## src/rtl/ps2_rx_fifo.sv

```systemverilog
// Keyboard type-ahead FIFO between the PS/2 ASCII decoder and a two-register CPU bus port.
// Optional interrupt output and enable bit: define PS2_FIFO_IRQ_EN.
module ps2_rx_fifo #(
  parameter int DEPTH_LOG2 = 4
) (
  input  logic       clk,
  input  logic       rst,
  input  logic       cs,
  input  logic       we,
  input  logic       addr,
  input  logic [7:0] din,
  output logic [7:0] dout,
  input  logic [7:0] in_data,
  input  logic       in_valid
`ifdef PS2_FIFO_IRQ_EN
  ,
  output logic       irq
`endif
);

  localparam int DEPTH = 1 << DEPTH_LOG2;
  localparam logic [DEPTH_LOG2:0]   L_DEPTH   = (DEPTH_LOG2 + 1)'(DEPTH);
  localparam logic [DEPTH_LOG2:0]   L_HALF    = (DEPTH_LOG2 + 1)'(DEPTH / 2);
  localparam logic [DEPTH_LOG2:0]   L_CNT_ONE = (DEPTH_LOG2 + 1)'(1);
  localparam logic [DEPTH_LOG2-1:0] L_PTR_ONE = (DEPTH_LOG2)'(1);

  logic [7:0]            r_mem [DEPTH];
  logic [DEPTH_LOG2-1:0] r_wptr;
  logic [DEPTH_LOG2-1:0] r_rptr;
  logic [DEPTH_LOG2:0]   r_count;
  logic                  r_ovfl;
  logic [7:0]            r_dout;

  logic                  w_empty;
  logic                  w_full;
  logic                  w_half;
  logic                  w_rd_data;
  logic                  w_rd_stat;
  logic                  w_ctrl_wr;
  logic                  w_flush;
  logic                  w_pop;
  logic                  w_push;
  logic                  w_reject;
  logic                  w_ien;
  logic [DEPTH_LOG2:0]   w_count_nxt;
  logic [7:0]            w_status;

  assign w_empty   = (r_count == '0);
  assign w_full    = (r_count == L_DEPTH);
  assign w_half    = (r_count >= L_HALF);
  assign w_rd_data = cs & ~we & addr;
  assign w_rd_stat = cs & ~we & ~addr;
  assign w_ctrl_wr = cs & we & ~addr;
  assign w_flush   = w_ctrl_wr & din[0];
  assign w_pop     = w_rd_data & ~w_empty;
  // A pop in the same cycle frees the slot, so a full FIFO still accepts the byte.
  assign w_push    = in_valid & ~w_flush & (~w_full | w_pop);
  assign w_reject  = in_valid & ~w_flush & w_full & ~w_pop;
  assign w_status  = {3'b000, w_ien, w_half, w_full, r_ovfl, ~w_empty};

  always_comb begin
    w_count_nxt = r_count;
    if (w_flush)
      w_count_nxt = '0;
    else if (w_push && !w_pop)
      w_count_nxt = r_count + L_CNT_ONE;
    else if (w_pop && !w_push)
      w_count_nxt = r_count - L_CNT_ONE;
  end

  always_ff @(posedge clk) begin
    if (w_push)
      r_mem[r_wptr] <= in_data;
  end

  always_ff @(posedge clk) begin
    if (rst) begin
      r_wptr  <= '0;
      r_rptr  <= '0;
      r_count <= '0;
      r_ovfl  <= 1'b0;
    end else begin
      r_count <= w_count_nxt;
      if (w_flush) begin
        r_wptr <= '0;
        r_rptr <= '0;
        r_ovfl <= 1'b0;
      end else begin
        if (w_push)   r_wptr <= r_wptr + L_PTR_ONE;
        if (w_pop)    r_rptr <= r_rptr + L_PTR_ONE;
        if (w_reject) r_ovfl <= 1'b1;
      end
    end
  end

  always_ff @(posedge clk) begin
    if (rst)
      r_dout <= 8'h00;
    else if (w_rd_data)
      r_dout <= w_empty ? 8'h00 : r_mem[r_rptr];
    else if (w_rd_stat)
      r_dout <= w_status;
  end

  assign dout = r_dout;

`ifdef PS2_FIFO_IRQ_EN
  logic r_ien;
  logic w_ien_nxt;
  logic w_unused;

  assign w_ien_nxt = w_ctrl_wr ? din[1] : r_ien;
  assign w_ien     = r_ien;
  assign w_unused  = ^din[7:2];

  // irq tracks the post-edge state so it rises with the first landed byte.
  always_ff @(posedge clk) begin
    if (rst) begin
      r_ien <= 1'b0;
      irq   <= 1'b0;
    end else begin
      r_ien <= w_ien_nxt;
      irq   <= w_ien_nxt & (w_count_nxt != '0);
    end
  end
`else
  logic w_unused;

  assign w_ien    = 1'b0;
  assign w_unused = ^din[7:1];
`endif

endmodule

```

## config.mk

```make
export PLATFORM = sky130hd
export DESIGN_NAME = ps2_rx_fifo
export DESIGN_NICKNAME = d
export VERILOG_FILES = /design/src/rtl/ps2_rx_fifo.sv
export SDC_FILE = /design/constraint.sdc
export NUM_CORES = 1
export LEC_CHECK = 0
export ABC_CLOCK_PERIOD_IN_PS = 9050
export BUFFER_PORTS_ARGS = -buffer_cell sky130_fd_sc_hd__buf_2
export CORE_MARGIN = 2
export CORE_UTILIZATION = 54
export DETAILED_ROUTE_END_ITERATION = 8
export PLACE_DENSITY_LB_ADDON = 0.15
export SLEW_MARGIN = 20
export SYNTH_ARGS = -nofsm -noshare
export SYNTH_HDL_FRONTEND = slang
export SYNTH_SLANG_ARGS = --single-unit
```

## constraint.sdc

```tcl
create_clock -name clk -period 9.05 [get_ports clk]
set_input_delay 1.81 -clock clk [delete_from_list [all_inputs] [get_ports clk]]
set_output_delay 1.81 -clock clk [all_outputs]
set_load 0.05 [all_outputs]
```

==> results of run 1 <==
## synthesized netlist by cell type, types with 2 or more instances
cell type | count | share of area (%)
o211ai_1 | 3 | 0.36
a22oi_1 | 12 | 1.4
mux4_1 | 5 | 2.1
xor2_1 | 5 | 0.70
dfxtp_1 | 26 | 8.3
mux4_2 | 16 | 5.7
and2_1 | 2 | 0.20
o21ai_0 | 2 | 0.16
xnor2_1 | 5 | 0.70
buf_1 | 2 | 0.12
nand2_1 | 14 | 0.84
a21o_1 | 5 | 0.60
ha_1 | 9 | 1.8
a2111oi_0 | 4 | 0.56
nand2b_1 | 3 | 0.30
o22ai_1 | 4 | 0.40
nor3_1 | 5 | 0.40
inv_1 | 9 | 0.54
buf_4 | 3 | 0.36
a31oi_1 | 4 | 0.40
nor2_1 | 30 | 1.8
nor4_1 | 2 | 0.20
and3_1 | 9 | 0.90
edfxtp_1 | 128 | 61
buf_6 | 2 | 0.36
buf_2 | 5 | 0.40
nand3_1 | 3 | 0.24
mux2_2 | 7 | 1.3
clkbuf_1 | 7 | 0.42
a21oi_1 | 9 | 0.72
a211oi_1 | 4 | 0.48
nor2b_1 | 16 | 1.6
mux2i_1 | 10 | 1.6
a311oi_1 | 3 | 0.42
a41oi_1 | 2 | 0.28
## worst min-delay path: stages, from the launching register on
cell	delay (ps)
dfxtp_1	320
nand2_1	60
a21oi_1	50
## cells by family (layout without fill, tap and decap cells)
group,Yosys count,count (layout)
DFF,154,154
and+or+nand+nor,88,88
AOI/OAI and AO/OA,57,57
muxes,39,39
buffers and inverters,29,64
adders and majority gates,10,10
xor gates and xnor gates,10,10
## per-stage QoR
step                      hold WS [ps]  power (µW)
after global routing             510.7        1717
final                            479.6        1648
after detailed placement         471.7        1055
after global placement           453.5        1047
after CTS                        482.5        1660
after floorplan                  432.3        1003
## layout make-up
type	count	share of cell area, %
Clock buffer	27	6.915
Clock inverter	4	0.3046
Inverter	9	0.4837
Multi-Input combinational cell	204	25.44
Sequential cell	154	62.50
Tap cell	143	2.562
Timing Repair Buffer	24	1.791
## routing by layer
layer	up-vias	part of all wire [%]	GRT usage (%)
met5	-	0	0
met4	0	1.1	7.407
met3	12	4.8	4.899
met2	79	50	33.94
met1	1643	44	26.78
li1	1562	-	-
## power breakdown
group	switching (µW)	total, µW	internal [µW]
combinational	117	207	89.5
clock	247	608	361
sequential	33.1	833	800
total	397	1650	1250
## how the worst max path moves through the flow
stage,to,slack [ps],cells after the start
finish,r_count[4],4760,12
global route,r_count[4],4610,12
CTS,r_count[4],4780,12
detailed placement,r_count[4],4350,12
global placement,r_count[4],4390,12
floorplan,r_count[4],4940,12
## registers in the layout, indices dropped and copies added (netlist names), named ones only
register,count
r_wptr,4
r_rptr,4
r_ovfl,1
dout,8
r_count,5
r_mem,128
==> flow_summary_export.csv, run 1 <==
group,metric,value,unit
status,status,"finished clean",
timing,rsz0062_at_grt,"no",
power_and_ir_drop,power_leakage,0.002363,µW
grt,grt_pass1_vias,3390,
cells_and_area,fin_util,61.43,%
cells_and_area,layout-drive-gt1-share,18.25,%
place,port_buffers,22,
clock_tree,hold_buffers,0,
routing,vias,3296,
timing,setup_ws,4763,ps
place,place_area,6480,µm²
place,place_hpwl,7.553,mm
grt,grt_max_degree,36,
critical_path,r2r-start,"r_count[0]",
clock_tree,cts_buffers,17,
critical_path,critPathLaunch,"we",
logic_synthesis,synth_area,6284,µm²
logic_synthesis,synth_seq_cells,154,
clock_tree,clockBufferDepth,2,
place,pre_cts_ws,4351,ps
logic_synthesis,synthXorXnorAreaFrac,1.394,%
grt,grt_use_total,20.51,%
logic_synthesis,async_flop_share,0,%
clock_tree,cts_resized,0,
logic_synthesis,synth_compound_area_share,6.551,%
cells_and_area,final_cell_mix,"128 x edfxtp_1, 30 x nor2_1, 25 x dfxtp_1",
routing,ant_nets,0,
critical_path,path_max_fanout,9,
clock_tree,cts.htree.levels,4,
critical_path,arrival,4630,ps
power_and_ir_drop,ir_drop,0.1646,mV
logic_synthesis,synth-edff-count,128,
critical_path,path_cells,"buf_2, nand2b_1, a211oi_2, inv_1, ha_1, inv_1, ha_1, a21o_1, a21oi_1, xnor2_1, or3_1, a21oi_1",
logic_synthesis,synth_top_family_by_area,"multiplexers",
grt,grt-ovfl-total,0,
floorplanning,dieArea,12510,µm²
routing,wirelength,11.82,mm
clock_tree,cts_tree,"yes",
floorplanning,row_count,39,
place,place_inst,534,
routing,drt_pass1_iterations,5,
clock_tree,cts-root-buf,"clkbuf_16",
logic_synthesis,syn-num-nets,419,
cells_and_area,multi_input_area,1777,µm²
power_and_ir_drop,power_density,235.9,nW/µm²
critical_path,path_buf_inv,3,
floorplanning,start_util,55.27,%
critical_path,worst_setup_path_end_kind,"flip-flop",
timing,period_share,47.37,%
critical_path,cpPeakStageDelay,740,ps
logic_synthesis,synth_mux_area_share,10.85,%
min_path,hold_start,"dout[0]",
cells_and_area,stdcell_count,565,
routing,vias_per_cell,5.834,
floorplanning,die_w,111.9,µm
critical_path,worstRegToRegCells,11,
timing,fin_crit,4287,ps
cells_and_area,design_area,6984,µm²
timing,tns,0,ps
min_path,min_path_type,"flip-flop to flip-flop",
grt,grt_first_pass_wirelength,18.68,mm
clock_tree,clkTransAtPathRegs,60,ps
logic_synthesis,synthFlopType,"edfxtp_1",
logic_synthesis,synth.avg_cell_area,16.24,µm²
floorplanning,io_pins,30,
clock_tree,clock_sinks,154,
critical_path,crit_family,"compound AO/OA/AOI/OAI gates",
routing,drc,0,
logic_synthesis,yosysSeqAreaShare,69.45,%
timing,worst_slew_pin_slew,962.5,ps
timing,slew_violations,0,
cells_and_area,fill_cells,857,
min_path,holdPathEnd,"dout[0]",
clock_tree,insertion_delay,410,ps
cells_and_area,diodes,0,
routing,wl_per_cell,20.92,µm
cells_and_area,fin_nets,442,
flow_run,drv_cap,0,
timing,timing.fmax,0.2333,GHz
clock_tree,postCtsSetupRepairBufs,0,
cells_and_area,seq_area,4365,µm²
timing,setup-violations-final,0,
logic_synthesis,synth_fa_ha_area_share,2.111,%
min_path,hold_depth,2,
timing,final_hold_viol_count,0,
place,place.gp.congestion,0.7743,
cells_and_area,final_common_cell,"edfxtp_1",
floorplanning,chipHeight,111.9,µm
routing,drtIter0Drc,242,
logic_synthesis,synthSimpleGateAreaFrac,7.129,%
timing,clock_skew,3.561,ps
critical_path,worst_path_max_delay_cell,"a211oi_2",
critical_path,worstSetupStartpointType,"input pin",
logic_synthesis,synth_warnings,0,
grt,antenna_found_initial,0,
critical_path,crit_type,"input pin to flip-flop",
critical_path,regToRegSetupSlack,5950,ps
timing,timing.slew.headroom,35.83,%
floorplanning,coreArea,11370,µm²
cells_and_area,area_delta_synth_final,11.15,%
logic_synthesis,ys_types,47,
logic_synthesis,synthCells,387,
critical_path,cp.required,9400,ps
critical_path,r2r_end,"r_count[4]",
Note: power is estimated with default switching activity, not from simulation.
==> run 2: changes to the inputs <==
Settings changed: ABC_CLOCK_PERIOD_IN_PS 9050 to 4400.
Clock period 9.05 ns to 4.4 ns, I/O delays scaled along.
==> run 2 against run 1 <==
Against the previous run:
- sequential power is 110% higher
- register-to-register slack worse by 4700 ps
- setup slack worse by 3500 ps
- final area is 0.66% higher
- clock power is 120% higher
- routed wire length is 5.0% higher
- clock skew is 3.9 ps higher
- count of clock-buffer cells in the layout is 8 lower
- hold slack better by 20 ps
- critical path type is now flip-flop to flip-flop
- largest power group unchanged
==> flow_summary_export.csv, run 2 (synthesis results as in run 1) <==
group,metric,value,unit
status,status,"finished clean",
floorplanning,start_util,55.27,%
floorplanning,dieArea,12510,µm²
power_and_ir_drop,power_density,493.5,nW/µm²
timing,timing.slew.headroom,30.40,%
cells_and_area,top_register,"r_mem",
cells_and_area,diodes,0,
critical_path,r2r_end,"r_count[4]",
floorplanning,die_w,111.9,µm
clock_tree,postCtsSetupRepairBufs,0,
place,port_buffers,22,
clock_tree,clock_sinks,154,
timing,clock_skew,7.424,ps
routing,wirelength,12.41,mm
cells_and_area,stdcell_count,569,
routing,wl_per_cell,21.81,µm
critical_path,arrival,3460,ps
cells_and_area,final_cell_mix,"128 x edfxtp_1, 30 x nor2_1, 25 x dfxtp_1",
critical_path,regToRegSetupSlack,1300,ps
floorplanning,chipHeight,111.9,µm
timing,fin_crit,3100,ps
timing,timing.fmax,0.3225,GHz
timing,slew_violations,0,
critical_path,cpPeakStageDelay,590,ps
critical_path,path_max_fanout,14,
routing,vias,3404,
floorplanning,row_count,39,
critical_path,worstSetupStartpointType,"flip-flop",
critical_path,worstRegToRegCells,11,
grt,grt_first_pass_wirelength,19.19,mm
critical_path,path_cells,"nor4_4, a31oi_1, o21a_2, ha_1, inv_1, ha_1, a21o_1, a21oi_1, xnor2_1, or3_1, a21oi_1",
place,place.gp.congestion,0.7558,
clock_tree,insertion_delay,430,ps
routing,drtIter0Drc,215,
critical_path,crit_family,"compound AO/OA/AOI/OAI gates",
timing,final_hold_viol_count,0,
place,place_inst,538,
timing,setup_ws,1300,ps
critical_path,crit_type,"flip-flop to flip-flop",
timing,tns,0,ps
timing,setup-violations-final,0,
grt,grt_use_total,21.32,%
min_path,min_path_type,"flip-flop to flip-flop",
critical_path,cp.required,4760,ps
min_path,hold_depth,2,
critical_path,path_buf_inv,1,
min_path,hold_start,"r_ovfl",
min_path,holdPathEnd,"r_ovfl",
routing,ant_nets,0,
timing,period_share,70.47,%
critical_path,r2r-start,"r_count[0]",
flow_run,drv_cap,0,
cells_and_area,largest_reg_flops,128,
routing,vias_per_cell,5.982,
timing,rsz0062_at_grt,"no",
cells_and_area,fin_nets,446,
timing,worst_slew_pin_slew,1043,ps
place,pre_cts_ws,991.8,ps
place,place_hpwl,7.917,mm
grt,grt_pass1_vias,3365,
cells_and_area,fill_cells,838,
grt,grt_max_degree,29,
critical_path,worst_setup_path_end_kind,"flip-flop",
floorplanning,io_pins,30,
cells_and_area,layout-drive-gt1-share,19.25,%
power_and_ir_drop,power_leakage,0.002387,µW
routing,drt_pass1_iterations,5,
clock_tree,cts_resized,0,
power_and_ir_drop,ir_drop,0.3838,mV
floorplanning,coreArea,11370,µm²
critical_path,worst_path_max_delay_cell,"nor4_4",
cells_and_area,final_common_cell,"edfxtp_1",
grt,antenna_found_initial,0,
routing,drc,0,
cells_and_area,area_delta_synth_final,11.89,%
clock_tree,cts_buffers,17,
clock_tree,clkTransAtPathRegs,60,ps
clock_tree,cts.htree.levels,4,
clock_tree,cts_tree,"yes",
clock_tree,clockBufferDepth,2,
grt,grt-ovfl-total,0,
clock_tree,hold_buffers,0,
clock_tree,cts-root-buf,"clkbuf_16",
-- run 2: cell count changes in the layout (fill, tap and decap cells not counted) --
cell	change
clkbuf_1	-6
buf_4	+4
clkinv_4	+4
nor3_1	+3
nor3_2	-3
clkbuf_8	-2
clkinv_1	+2
bufinv_16	+1
inv_6	+1
-- run 2: how the worst max path moves through the flow --
stage	start	to	slack [ps]	cells after the start
after floorplan	we	r_count[4]	1220	12
after global placement	we	r_count[4]	1050	13
after detailed placement	we	r_count[4]	990	13
after CTS	r_count[0]	r_count[4]	1290	11
after global routing	r_count[0]	r_count[4]	1070	11
final	r_count[0]	r_count[4]	1300	11
-- run 2: worst min-delay path: stages (launching register included) --
cell and delay, ps:
dfxtp_1 330, a41oi_1 50, nor2_1 80
-- run 2: power by group --
part	internal, µW	switching (µW)	total [µW]
sequential	1650	68.6	1710
clock	769	558	1330
combinational	188	240	428
total	2600	867	3470
-- run 2: cell type report --
type / instances / area [µm²] / share of cell area (%)
sequential: 154 / 4365 / 62.09
multi-input combinational: 204 / 1762 / 25.06
clock buffer: 19 / 432.9 / 6.158
tap: 143 / 178.9 / 2.545
timing repair buffer: 28 / 155.1 / 2.207
clock inverter: 12 / 102.6 / 1.459
inverter: 9 / 33.78 / 0.4805
-- run 2: layer usage --
metal  vias to the layer above  track usage, %  wire length, µm
met4                         0           9.712              258
met2                       108           33.41             6149
met5                         -               0                0
li1                       1565               -                -
met1                      1711           28.37             5269
met3                        20           5.498              731
-- run 2: stage by stage --
step	utilization, %	hold WS, ps	power [µW]	cell area (µm²)
final	61.84	499.4	3469	7030
after global placement	57.13	452.6	2159	6495
after global routing	61.84	515.3	3607	7030
after detailed placement	57.13	483.1	2176	6495
after CTS	61.84	491.4	3492	7030
after floorplan	-	432.3	2062	6284
==> run 3: changes to the inputs <==
Settings changed: ABC_AREA from default to 1, ABC_CLOCK_PERIOD_IN_PS 4400 to 2800.
Clock period 4.4 ns to 2.8 ns, I/O delays scaled along.
==> run 3 against run 2 <==
Against the previous run:
- synthesized cell count up 52%
- first-iteration DRC count increased by 130%
- routed wire length increased by 11%
- via count increased by 26%
- largest power group unchanged
- highest routed layer unchanged
==> flow_summary_export.csv, run 3 <==
group,metric,value,unit
status,status,"finished clean",
logic_synthesis,synth_seq_cells,154,
logic_synthesis,yosys.area.top_type_share,59.59,%
cells_and_area,final_cell_mix,"128 x edfxtp_1, 102 x nor2_1, 82 x nand2_1",
routing,drtIter0Drc,487,
cells_and_area,largest_reg_flops,128,
floorplanning,die_w,113.3,µm
power_and_ir_drop,power_density,738.3,nW/µm²
logic_synthesis,syn-num-nets,619,
timing,setup-violations-final,0,
clock_tree,cts_buffers,17,
floorplanning,dieArea,12830,µm²
critical_path,crit_type,"flip-flop to flip-flop",
critical_path,arrival,2810,ps
place,place.gp.congestion,0.8463,
clock_tree,clkTransAtPathRegs,60,ps
grt,grt-ovfl-total,0,
floorplanning,chipHeight,113.3,µm
timing,clock_skew,5.036,ps
logic_synthesis,synth.avg_cell_area,10.99,µm²
clock_tree,clockBufferDepth,2,
logic_synthesis,synth_warnings,0,
floorplanning,start_util,56.01,%
logic_synthesis,synthFlopType,"edfxtp_1",
logic_synthesis,ys_top_cells_by_count,"128 x edfxtp_1, 102 x nor2_1, 82 x nand2_1, 56 x nand3_1, 47 x inv_1",
cells_and_area,area_delta_synth_final,13.71,%
logic_synthesis,synth_top_cells_by_area,"edfxtp_1 60%, dfxtp_1 8.1%, nor2_1 5.9%",
cells_and_area,final_common_cell,"edfxtp_1",
floorplanning,row_count,39,
critical_path,worst_setup_path_end_kind,"flip-flop",
critical_path,path_max_fanout,4,
floorplanning,io_pins,30,
clock_tree,cts-root-buf,"clkbuf_16",
place,port_buffers,22,
logic_synthesis,yosysSeqAreaShare,67.66,%
routing,ant_nets,0,
grt,grt_first_pass_wirelength,22.04,mm
logic_synthesis,synthCells,587,
logic_synthesis,ys_types,29,
clock_tree,cts.htree.levels,4,
timing,setup_ws,310.7,ps
cells_and_area,diodes,0,
power_and_ir_drop,ir_drop,0.4794,mV
timing,slew_violations,0,
cells_and_area,layout-drive-gt1-share,12.36,%
grt,grt_pass1_vias,4126,
clock_tree,cts_resized,0,
critical_path,worstSetupStartpointType,"flip-flop",
timing,fin_crit,2489,ps
grt,grt_use_total,23.37,%
clock_tree,clock_sinks,154,
routing,drt_pass1_iterations,5,
grt,antenna_found_initial,0,
routing,vias,4274,
timing,worst_slew_pin_slew,831.3,ps
clock_tree,postCtsSetupRepairBufs,0,
flow_run,drv_cap,0,
timing,rsz0062_at_grt,"no",
timing,period_share,88.90,%
min_path,min_path_type,"input pin to flip-flop",
timing,timing.slew.headroom,44.58,%
power_and_ir_drop,power_leakage,0.002758,µW
place,pre_cts_ws,47.29,ps
cells_and_area,design_area,7335,µm²
timing,final_hold_viol_count,0,
routing,vias_per_cell,5.465,
logic_synthesis,async_flop_share,0,%
clock_tree,cts_tree,"yes",
critical_path,cp.required,3120,ps
logic_synthesis,yosysMostFrequentCell,"edfxtp_1",
cells_and_area,fin_util,63.69,%
routing,drc,0,
logic_synthesis,synth_area,6450,µm²
routing,wirelength,13.80,mm
grt,grt_max_degree,84,
floorplanning,coreArea,11520,µm²
timing,tns,0,ps
logic_synthesis,synth-edff-count,128,
routing,wl_per_cell,17.64,µm
logic_synthesis,yosys.area.top_type,"edfxtp_1",
clock_tree,hold_buffers,0,
clock_tree,insertion_delay,420,ps
cells_and_area,top_register,"r_mem",
place,place_hpwl,8.541,mm
place,place_area,6770,µm²
timing,timing.fmax,0.4017,GHz
cells_and_area,fin_nets,659,
==> run 3: through the flow <==
| stage | cells | power, µW | hold WS, ps |
|---|---|---|---|
| global placement | 751 | 3231 | 453.3 |
| global route | 782 | 5628 | 370.0 |
| detailed placement | 751 | 3252 | 454.4 |
| CTS | 782 | 5442 | 358.5 |
| floorplan | 587 | 3076 | 434.6 |
| finish | 782 | 5415 | 373.4 |
==> run 3: worst paths after layout <==
path	depth (start not counted)	slack (ps)	start	to
worst max-delay path	14	310	r_count[1]	r_count[4]
worst min-delay path	2	370	rst	dout[0]
worst max register to register	14	310	r_count[1]	r_count[4]
worst min register to register	2	470	r_rptr[3]	flip-flop
==> run 3: metal layers <==
| layer | up-vias | part of all wire [%] | global-route usage [%] | routed length, µm |
|---|---|---|---|---|
| met5 | - | 0 | 0 | 0 |
| met4 | 0 | 2.9 | 10.65 | 405 |
| met3 | 27 | 4.7 | 5.356 | 651 |
| met2 | 94 | 48 | 35.85 | 6617 |
| met1 | 2058 | 44 | 32.09 | 6122 |
| li1 | 2095 | - | - | - |
==> run 3: power breakdown <==
group	internal, µW	leakage [µW]	switching, µW	total [µW]
combinational	197	0.00111	418	615
clock	1380	0.000276	833	2210
sequential	2550	0.00137	35.1	2590
==> run 3: area by class of cell <==
type | count | area (µm²)
inverter | 52 | 198.9
clock inverter | 11 | 127.6
fill | 914 | 4182
timing repair buffer | 44 | 275.3
sequential | 154 | 4365
clock buffer | 20 | 436.7
multi-input combinational | 358 | 1752
tap | 143 | 178.9
==> run 3: cells by family after synthesis <==
kind of cell	share of synthesized area [%]
AO/OA/AOI/OAI	7.973
buffers and inverters	5.179
XOR/XNOR	0.5433
adder cells (fa/ha/maj)	2.056
flip-flops	67.66
AND/OR/NAND/NOR	16.59
==> run 3: worst max-delay path: stages (launching register included) <==
cell	delay, ps
dfxtp_1	340
nor2_1	170
nand3_1	140
nor3_4	320
nor2_8	40
ha_1	230
inv_1	150
ha_1	290
a21o_1	190
a21oi_1	150
nor2_1	60
nor2_1	90
nand2_1	70
nor2_1	90
nor2_1	50
